$ cat config.mk
export PLATFORM = sky130hd
export DESIGN_NAME = mem_stage
export DESIGN_NICKNAME = d
export VERILOG_FILES = /design/src/rtl/mem_stage.sv
export SDC_FILE = /design/constraint.sdc
export NUM_CORES = 1
export LEC_CHECK = 0
export ABC_AREA = 1
export BUFFER_PORTS_ARGS = -buffer_cell sky130_fd_sc_hd__buf_2
export CAP_MARGIN = 20
export CORE_ASPECT_RATIO = 2
export CORE_MARGIN = 1.5
export CORE_UTILIZATION = 35
export DETAILED_ROUTE_END_ITERATION = 10
export HOLD_SLACK_MARGIN = 0.08
export SYNTH_ARGS = -nofsm -noshare
export SYNTH_HDL_FRONTEND = slang
export SYNTH_SLANG_ARGS = --single-unit
$ cat constraint.sdc
create_clock -name clk -period 1.35 [get_ports clk]
set_clock_uncertainty 0.1 [all_clocks]
set_input_delay 0.0675 -clock clk [delete_from_list [all_inputs] [get_ports clk]]
set_output_delay 0.0675 -clock clk [all_outputs]
set_load 0.02 [all_outputs]
$ cat src/rtl/mem_stage.sv
// Memory/writeback stage: turns execute results into a single registered register-file write,
// drives data-RAM port B for loads/stores and holds the upstream pipeline while a load is in flight.
module mem_stage #(
  parameter int unsigned DATA_WIDTH   = 16,
  parameter int unsigned REG_AW       = 3,
  parameter int unsigned LOAD_LATENCY = 1,
  parameter int unsigned DISCARD_REG  = 7
) (
  input  logic                  clk,
  input  logic                  reset,
  input  logic [3:0]            ex_op,
  input  logic [REG_AW-1:0]     ex_dest,
  input  logic [DATA_WIDTH-1:0] ex_value,
  input  logic [DATA_WIDTH-1:0] ex_store_data,
  input  logic                  ex_wr_en,
  output logic                  stall,
  output logic [DATA_WIDTH-1:0] mem_addr,
  output logic [DATA_WIDTH-1:0] mem_wdata,
  output logic                  mem_wren,
  input  logic [DATA_WIDTH-1:0] mem_rdata,
  output logic                  wb_enable,
  output logic [REG_AW-1:0]     wb_dest,
  output logic [DATA_WIDTH-1:0] wb_value
);

  localparam logic [0:0] ST_IDLE    = 1'b0;
  localparam logic [0:0] ST_LD_WAIT = 1'b1;

  localparam logic [3:0] OP_ADD  = 4'd0;
  localparam logic [3:0] OP_SET  = 4'd1;
  localparam logic [3:0] OP_SHFT = 4'd3;
  localparam logic [3:0] OP_CALL = 4'd4;
  localparam logic [3:0] OP_LD   = 4'd6;
  localparam logic [3:0] OP_ST   = 4'd7;

  localparam logic [REG_AW-1:0] DISCARD = REG_AW'(DISCARD_REG);
  localparam logic [1:0]        LAT     = 2'(LOAD_LATENCY);

  logic [0:0]            state_q,     state_d;
  logic [1:0]            cnt_q,       cnt_d;
  logic [REG_AW-1:0]     ld_dest_q,   ld_dest_d;
  logic [DATA_WIDTH-1:0] mem_addr_q,  mem_addr_d;
  logic [DATA_WIDTH-1:0] mem_wdata_q, mem_wdata_d;
  logic                  mem_wren_q,  mem_wren_d;
  logic                  wb_enable_q, wb_enable_d;
  logic [REG_AW-1:0]     wb_dest_q,   wb_dest_d;
  logic [DATA_WIDTH-1:0] wb_value_q,  wb_value_d;

  // Next-state: accept a new op in IDLE, or count down an outstanding load and write it back.
  always_comb begin
    state_d     = state_q;
    cnt_d       = cnt_q;
    ld_dest_d   = ld_dest_q;
    mem_addr_d  = mem_addr_q;
    mem_wdata_d = mem_wdata_q;
    mem_wren_d  = 1'b0;
    wb_enable_d = 1'b0;
    wb_dest_d   = wb_dest_q;
    wb_value_d  = wb_value_q;
    case (state_q)
      ST_IDLE: begin
        case (ex_op)
          OP_ADD, OP_SET, OP_SHFT, OP_CALL: begin
            if (ex_wr_en && (ex_dest != DISCARD)) begin
              wb_enable_d = 1'b1;
              wb_dest_d   = ex_dest;
              wb_value_d  = ex_value;
            end else begin
              wb_enable_d = 1'b0;
            end
          end
          OP_ST: begin
            mem_wren_d  = 1'b1;
            mem_addr_d  = ex_value;
            mem_wdata_d = ex_store_data;
          end
          OP_LD: begin
            ld_dest_d  = ex_dest;
            mem_addr_d = ex_value;
            cnt_d      = LAT;
            state_d    = ST_LD_WAIT;
          end
          default: begin
            state_d = ST_IDLE;
          end
        endcase
      end
      ST_LD_WAIT: begin
        // The load still completes for the discard register; only the strobe is suppressed.
        if (cnt_q == 2'd0) begin
          state_d = ST_IDLE;
          if (ld_dest_q != DISCARD) begin
            wb_enable_d = 1'b1;
            wb_dest_d   = ld_dest_q;
            wb_value_d  = mem_rdata;
          end else begin
            wb_enable_d = 1'b0;
          end
        end else begin
          cnt_d = cnt_q - 2'd1;
        end
      end
      default: begin
        state_d = ST_IDLE;
      end
    endcase
  end

  // State and output registers with synchronous reset.
  always_ff @(posedge clk) begin
    if (reset) begin
      state_q     <= ST_IDLE;
      cnt_q       <= 2'd0;
      ld_dest_q   <= '0;
      mem_addr_q  <= '0;
      mem_wdata_q <= '0;
      mem_wren_q  <= 1'b0;
      wb_enable_q <= 1'b0;
      wb_dest_q   <= '0;
      wb_value_q  <= '0;
    end else begin
      state_q     <= state_d;
      cnt_q       <= cnt_d;
      ld_dest_q   <= ld_dest_d;
      mem_addr_q  <= mem_addr_d;
      mem_wdata_q <= mem_wdata_d;
      mem_wren_q  <= mem_wren_d;
      wb_enable_q <= wb_enable_d;
      wb_dest_q   <= wb_dest_d;
      wb_value_q  <= wb_value_d;
    end
  end

  assign stall     = (state_q == ST_LD_WAIT);
  assign mem_addr  = mem_addr_q;
  assign mem_wdata = mem_wdata_q;
  assign mem_wren  = mem_wren_q;
  assign wb_enable = wb_enable_q;
  assign wb_dest   = wb_dest_q;
  assign wb_value  = wb_value_q;

endmodule

==> results.md, run 1 <==
- For this run, the total global-route usage over all layers was measured as just over 20%.
- The number of cells on the worst reg-to-reg path is 5.
- TritonCTS created 9 clock buffers.
- The number of nets with antenna violations after detailed routing is 0.
- The detailed-route wire length on metal 1 is roughly 3.2 mm.
- STA classifies the critical path startpoint as a flop.
- The area of the die is ~7800 um2.
- The synthesized design contains 0 enable-type register cells.
- Walking the worst path, the cells encountered are nor3b_4, nand2_4, clkbuf_16, a21oi_2, nor2_1.
- The worst hold path belongs to the class in2reg.
- The deepest level of the CTS H-tree is 3.
- The most frequently used flop master after synthesis is dfxtp_1.
- Measured against its own limit, the worst slew margin works out to between 70% and 80%.
- The number of antenna violations at the first check in global routing is 0.
- The starting density of the core is roughly 36%.
- The critical path class is reg2reg.
- The synthesized netlist net count is approximately 420.
- The number of fillers in the final layout is between 600 and 700.
- Derived from the worst setup path, the maximum achievable clock frequency is ~730 MHz.
- The checks that failed: setup timing.
- In the routed layout, each cell is associated on average with a via count of 4.784.
- The endpoint identified for the worst register-to-register timing path is wb_value[0].
- Summing all multi-input logic gate instances after layout gives 1205 um2.
- In the routed design, unresolved DRC markers number 0.
- The first global-routing pass estimated about 13 mm of wire.
- The dominant cell by count in the synthesized netlist is nand2_1.
- Setup repair after global routing could not meet its margin everywhere.
- After detailed routing, no signal wire sits above met4.
- The first routing iteration left 128 violations.
- Detailed routing placed a total of ~460 um of wire on met3.
- After layout, the worst setup slack is -0.01847 ns.
- The number of vias after detailed routing is about 3k.
- The quantity of I/O buffers inserted on ports is 111.
- After Yosys synthesis, full adders, half adders and majority gates account for less than 1% of the synthesized area.
- The delay of the slowest critical-path stage is between 0.3 and 0.4 ns.
- After detailed routing, the met2 layer carries a little under 5 mm of wire.
- The largest individual stage delay along the critical path comes from the cell dfxtp_4.
- After synthesis, the most frequently instantiated cells are 65 x nand2_1, 59 x dfxtp_1, 57 x a21oi_1.
- The maximum number of pins on one net before global-route repair is 40.
- For this run, asynchronously set or reset flops after synthesis account for 0%.
- Yosys attributes the largest share of cell area to dfxtp_1 46%, a21oi_1 11%, nand2_1 9.6%.
- The instance area at placement is between 3000 and 4000 um2.
- Max-cap violations in this run came to 0.
- During I/O placement, the number of pins put on the boundary was between 100 and 150.
- The number of pins with negative max-slew slack in the final report is 0.
- The synthesized-area fraction occupied by ao, oa, aoi and oai cells is between 15 and 20%.
- The total count of hold-check failures in the final report is 0.
- The post-DP HPWL is between 5 and 6 mm.
- The area growth from synthesis to layout is 71.58%.
- Routability-driven placement finished with a final weighted congestion of 0.7911.
- The final-report setup violation count is 5.
- At the later pin of the worst-skew pair, clock insertion delay measures roughly 0.33 ns.
- Data arrives at the worst endpoint at 1.49 ns.
- The number of distinct library cell variants in the gate-level netlist after synthesis is 19.
- The area taken by flip-flops and latches is 1186 um2.
- The kind of cell with the highest combined delay on the critical path is simple AND/OR/NAND/NOR gates.
- The final net count is about 590.
- The start point of the worst min-delay path is ex_op[0].
- The final clock period utilization by the worst path is 101.4%.
- The start of the worst register-to-register path is stall.
- After synthesis, flip-flops and latches occupy 46.41% of the total area.
- The number of core rows is 43.
- The fraction of layout cells with a size suffix above 1 is ~34%.
- The end of the worst hold path is mem_wren.
- In the synthesized netlist, mux cells make up 0% of the area.
- Along the worst hold path, the cell count comes to 3.
- The largest fanout on the critical path is 8.
- The fraction of the core area covered by cells at the end of the flow is roughly 62%.
- The leading area contributor after synthesis is dfxtp_1.
- STA puts the critical path data required time at between 1 and 1.5 ns.
- The main combinational cell family by area after synthesis is simple AND/OR/NAND/NOR gates.
- The reg-to-reg setup timing slack is -0.02 ns.
- The number of global-route vias before repair is 2676.
- The area of all placed cells without fillers is approximately 4400 um2.
- CTS saw 59 sinks.
- The die boundary height is 123.6 um.
- After synthesis, the largest area contributor takes up between 40% and 50% of total cell area.
- The minimum clock period after layout is about 1.4 ns.
- The type of destination of the critical path is a flop.
- Synthesis inferred ~60 register bits.
- The number of buffers and inverters on the critical path is 1.
- VDD sags by at most about 0.00087 V.
- The synthesized-area fraction occupied by and/or/nand/nor cells is 22.91%.
- The die boundary width is between 60 and 70 um.
- Dividing the detail-routed wire length by the instance count gives between 10 and 15 um.
- Synthesis produced approximately 360 cells.
- The leakage dissipation is about 2.2 nW.
- Clock-pin slew was measured on the worst setup and hold paths at 0.05 ns.
- The number of detailed-route iterations in the first pass is 4.
- The number of warning messages in the yosys log is 0.
- The average footprint of a synthesized cell is ~7.1 um2.
- The mapped netlist covers between 2000 and 3000 um2.
- The number of logic stages on the critical path including buffering is 5.
- After global routing the overflow that remains totals 0.
- In this run the standard cell core region covers about 7000 um2.
- The number of antenna cells inserted is 0.
- Of the total synthesized cell area, the portion taken by XOR and XNOR cells is 0%.
- The master cell of the clock root buffer is clkbuf_16.
- The final layout contains routed wiring with a total length of approximately 8.9 mm.
- The clock tree from TritonCTS is built.
- Counting along the longest clock path gives a buffer depth of 2.
- For the pin with the worst max-slew slack, the measured transition is approximately 0.34 ns.
- The run finished, with violations left.
- Power spread over the standard cell area amounts to between 1000 and 1500 nW/um2.
==> sequential cells by signal (all words and copies together) (netlist names) <==
register and count:
mem_wren 1, mem_addr 16, wb_enable 1, wb_value 16
ld_dest_q 3, stall 1, mem_wdata 16, cnt_q 2
wb_dest 3
==> power breakdown <==
part | total, mW | switching (mW) | internal (mW)
Sequential | 1.87 | 0.0412 | 1.83
Combinational | 0.801 | 0.424 | 0.377
Clock | 2.20 | 0.764 | 1.44
==> cells by family after synthesis <==
group	Yosys count
buffers and inverters	71
flip-flops	59
adder cells (fa/ha/maj)	1
AND/OR/NAND/NOR	135
AO/OA/AOI/OAI	92
==> worst max path at each step <==
stage	end	startpoint	slack (ns)
finish	wb_value[0]	stall	-0.02
CTS	ld_dest_q[0]	stall	0.0002
global placement	cnt_q[1]	stall	0.01
detailed placement	cnt_q[1]	stall	-0.02
floorplan	mem_wdata[10]	stall	-0.01
global route	wb_value[8]	stall	-0.06
==> worst reg2reg max path: stages, from the launching register on <==
cell and delay, ns:
dfxtp_4 0.37, nor3b_4 0.22, nand2_4 0.17, clkbuf_16 0.21, a21oi_2 0.13, nor2_1 0.04
==> area by class of cell <==
type | instances | share of cell area (%)
Tap cell | 90 | 2.579
Timing Repair Buffer | 184 | 32.18
Clock buffer | 15 | 6.590
Multi-Input combinational cell | 228 | 27.59
Inverter | 44 | 3.782
Clock inverter | 1 | 0.1146
Sequential cell | 59 | 27.16
==> metal layers <==
metal  up-vias  track usage, %
met5         -               0
met4         0           13.32
met3        35           4.788
met1      1327           22.88
li1       1488               -
met2       121           34.91
==> stage by stage <==
step,std cells,worst slack [ns],hold slack (ns),power [mW],TNS (ns)
finish,621,-0.01847,0.05517,4.871,-0.03456
global route,621,-0.06498,0.08410,5.046,-1.075
CTS,613,0.0001674,0.09720,4.794,0
detailed placement,545,-0.02086,0.2320,2.478,-0.02086
global placement,545,0.01181,0.2232,2.470,0
floorplan,358,-0.01116,0.1106,2.245,-0.1609
==> layout by cell type (no fill, tap or decap) <==
cell and count:
nand3_1 36, nand3_4 1, nor3b_4 1, buf_6 5
or2_2 1, clkbuf_8 4, clkbuf_16 14, nor2_1 21
nand2_1 63, dfxtp_4 1, ha_4 1, inv_1 41
clkinv_2 1, o21ai_0 35, clkbuf_1 2, buf_4 9
dlymetal6s4s_1 2, dfxtp_1 57, clkinv_1 1, nand3_2 7
nand2_4 2, a21oi_2 16, nor3_4 1, buf_2 108
buf_8 2, dlygate4sd3_1 50, dfxtp_2 1, nor2_2 1
nand2_2 1, a21oi_1 41, inv_2 2, buf_12 3
==> timing repair <==
action / 4_1_cts / 5_1_grt
gates resized for setup: 1 / 42
endpoints found under the hold margin: 54 / 0
hold buffers: 52 / 0
pin swaps: 0 / 12
gates cloned: 0 / 9
buffers inserted: 0 / 2
endpoints found under the setup margin: 2 / 57
Note: power is estimated with default switching activity, not from simulation.
==> run 2: changes to the inputs <==
--- a/config.mk
+++ b/config.mk
@@ -8,11 +8,14 @@
 export ABC_AREA = 1
 export BUFFER_PORTS_ARGS = -buffer_cell sky130_fd_sc_hd__buf_2
 export CAP_MARGIN = 20
+export CELL_PAD_IN_SITES_DETAIL_PLACEMENT = 0
+export CELL_PAD_IN_SITES_GLOBAL_PLACEMENT = 2
 export CORE_ASPECT_RATIO = 2
 export CORE_MARGIN = 1.5
-export CORE_UTILIZATION = 35
+export CORE_UTILIZATION = 22
 export DETAILED_ROUTE_END_ITERATION = 10
 export HOLD_SLACK_MARGIN = 0.08
+export PLACE_DENSITY_LB_ADDON = 0.1
 export SYNTH_ARGS = -nofsm -noshare
 export SYNTH_HDL_FRONTEND = slang
 export SYNTH_SLANG_ARGS = --single-unit
==> results.md, run 2 (same netlist as run 1, synthesis figures left out) <==
- The fraction of the core area covered by cells at the end of the flow was 38.84% (was 62.43%).
- The delay of the slowest critical-path stage is 0.38 ns (was 0.37 ns).
- The data arrival time at the worst-slack endpoint was 1.44 ns (was 1.49 ns).
- The post-DP HPWL is 5.982 mm (was 5.090 mm).
- The final standard cell count with taps included and fillers excluded is 673 (was 621).
- The routing usage on met1 is 16.25% (was 22.88%).
- The met2 track demand over resource in global routing was 27.72% (was 34.91%).
- The global-route wire length before repair was 14.30 mm (was 12.52 mm).
- The final routed wirelength across all metal layers is 9.455 mm (was 8.942 mm).
- The critical-path cell with the highest stage delay is dfxtp_4 (unchanged).
- The number of primary I/O pins is 112 (unchanged).
- The total of max-cap violations is 0 (unchanged).
- The core outline area is 11290 um2 (was 6994 um2).
- The clock tree from TritonCTS is built (unchanged).
- The type of destination of the critical path is a flop (unchanged).
- Setup repair after global routing missed its margin: true (unchanged).
- The remaining max-slew budget at the tightest pin was 80.45% (was 77.07%).
- The peak supply drop is 0.0006250 V (was 0.0008728 V).
- The largest fanout on the critical path is 19 (was 8).
- The critical path class is reg2reg (unchanged).
- The layer with the highest usage is met2 (unchanged).
- The number of antenna violations at the first check in global routing came to 0 (unchanged).
- The post-detailed-route DRC marker count is 0 (unchanged).
- The final-report setup violation count is 0 (was 5).
- The maximum root-to-sink buffer count was 2 (unchanged).
- Result of the run: finished, final reports clean (was finished, violations left).
- The number of vias per cell after detailed routing is 4.324 (was 4.784).
- The die boundary height is 155.1 um (was 123.6 um).
- The master cell of the clock root buffer is clkbuf_16 (unchanged).
- The highest achievable clock rate is 756.4 MHz (was 730.7 MHz).
- The launching element type of the critical path is a flop (unchanged).
- The data required time of the worst path is 1.47 ns (about the same).
- The power density over the cells is 1162 nW/um2 (was 1116 nW/um2).
- The number of nets with antenna violations after detailed routing came to 0 (unchanged).
- The initial DRC count is 123 (was 128).
- The count of placed standard cells including taps is 596 (was 545).
- The layout overhead on the synthesized area came to 72.22% (was 71.58%).
- The overall overflow remaining after global route is 0 (unchanged).
- The minimum clock period after layout is 1.322 ns (was 1.368 ns).
- The final net count was 586 (was 585).
- The number of detailed-route iterations in the first pass came to 6 (was 4).
- The clock transition at the registers of the reported paths came to 0.05 ns (about the same).
- The die boundary width is 79.05 um (was 63.30 um).
- The number of clock sinks is 59 (unchanged).
- The aggregate global-route resource usage was 15.23% (was 20.54%).
- The worst min-delay path class is in2reg (unchanged).
- The quantity of I/O buffers inserted on ports is 111 (unchanged).
- The clock latency on the worst-skew pair was 0.33 ns (about the same).
- The number of fillers in the final layout is 1229 (was 614).
- The deepest level of the CTS H-tree is 3 (unchanged).
- The kind of cell with the highest combined delay on the critical path was simple AND/OR/NAND/NOR gates (unchanged).
- The number of buffer and inverter stages on the critical path is 1 (unchanged).
- The most common cell after layout, fill and taps aside is buf_2 (unchanged).
- The starting density of the core is 22.55% (was 36.39%).
- The number of antenna cells inserted is 0 (unchanged).
- The average routed wire per standard cell came to 14.05 um (was 14.40 um).
- The routability congestion estimate from global placement is 0.7733 (was 0.7911).
- The number of pins with negative max-slew slack in the final report is 0 (unchanged).
- The number of vias after detailed routing was 2910 (was 2971).
- The maximum number of pins on one net before global-route repair is 40 (unchanged).
- The total count of hold-check failures in the final report is 0 (unchanged).
- Critical path cell sequence: nor3b_4, nand2_4, clkbuf_16, a21oi_1, nor2_1 (was nor3b_4, nand2_4, clkbuf_16, a21oi_2, nor2_1).
- The met3 capacity usage during global routing is 3.226% (was 4.788%).
- The final clock period utilization by the worst path is 97.93% (was 101.4%).
- The area of the die was 12260 um2 (was 7823 um2).
- The number of core rows was 55 (was 43).
- The number of global-route vias before repair came to 2826 (was 2676).
- The number of CTS-inserted buffers came to 9 (unchanged).
- The fraction of layout cells with a size suffix above 1 is 32.20% (was 34.27%).
- The slew at the pin closest to its max-slew limit is 0.2933 ns (was 0.3403 ns).
- The leakage dissipation is 2.106 nW (was 2.154 nW).
- Most used cells in the layout excluding fill and tap cells: 111 x buf_2, 64 x nand2_1, 58 x dfxtp_1 (was 108 x buf_2, 63 x nand2_1, 57 x dfxtp_1).
-- run 2: power breakdown --
part	total [mW]	internal [mW]	switching, mW	leakage, nW
combinational	0.766	0.360	0.406	1.47
sequential	1.87	1.82	0.0419	0.482
clock	2.46	1.65	0.813	0.154
total	5.09	3.83	1.26	2.11
-- run 2: layout make-up --
cell class	count	area, um2	area share (%)
Tap cell	142	177.7	4.054
Sequential cell	59	1185	27.03
Clock inverter	5	77.57	1.770
Clock buffer	10	239.0	5.452
Inverter	44	165.2	3.768
Timing Repair Buffer	185	1388	31.66
Multi-Input combinational cell	228	1151	26.26
-- run 2: repair_timing --
| item | CTS | global route |
|---|---|---|
| endpoints found under the hold margin | 52 | 0 |
| buffers inserted | 2 | 3 |
| hold buffers | 52 | 0 |
| gates resized for setup | 9 | 21 |
| cloned | 2 | 3 |
| endpoints found under the setup margin | 29 | 49 |
| pin swaps | 1 | 3 |
-- run 2: worst paths after layout --
path         cells past startpoint         start           end  slack (ns)
max                              5         stall  wb_value[15]        0.03
min                              5    ex_dest[0]    wb_dest[0]        0.11
max reg2reg                      5         stall  wb_value[15]        0.03
min reg2reg                      2  mem_wdata[0]  mem_wdata[0]        0.36
-- run 2: per-layer routing --
metal	routed length, um	vias up
met2	5068	79
met1	3746	1321
li1	-	1494
met5	0	-
met4	258	0
met3	381	16
-- run 2: worst min-delay path, delay by kind of cell --
family | cells | cell delay [ns]
AOI/OAI and AO/OA | 2 | 0.22
and+or+nand+nor | 1 | 0.05
buffers and inverters | 2 | 0.15
-- run 2: per-stage QoR --
stage / worst slack (ns) / area [um2] / hold slack, ns / power [mW] / setup TNS (ns)
after CTS: 0.003338 / 4199 / 0.1025 / 5.131 / 0
final: 0.02801 / 4383 / 0.1116 / 5.093 / 0
after detailed placement: -0.04206 / 3282 / 0.2247 / 2.496 / -0.4951
after floorplan: -0.01116 / 2561 / 0.1106 / 2.245 / -0.1609
after global placement: -0.01786 / 3282 / 0.2228 / 2.491 / -0.06892
after global routing: -0.02123 / 4383 / 0.1387 / 5.337 / -0.1151
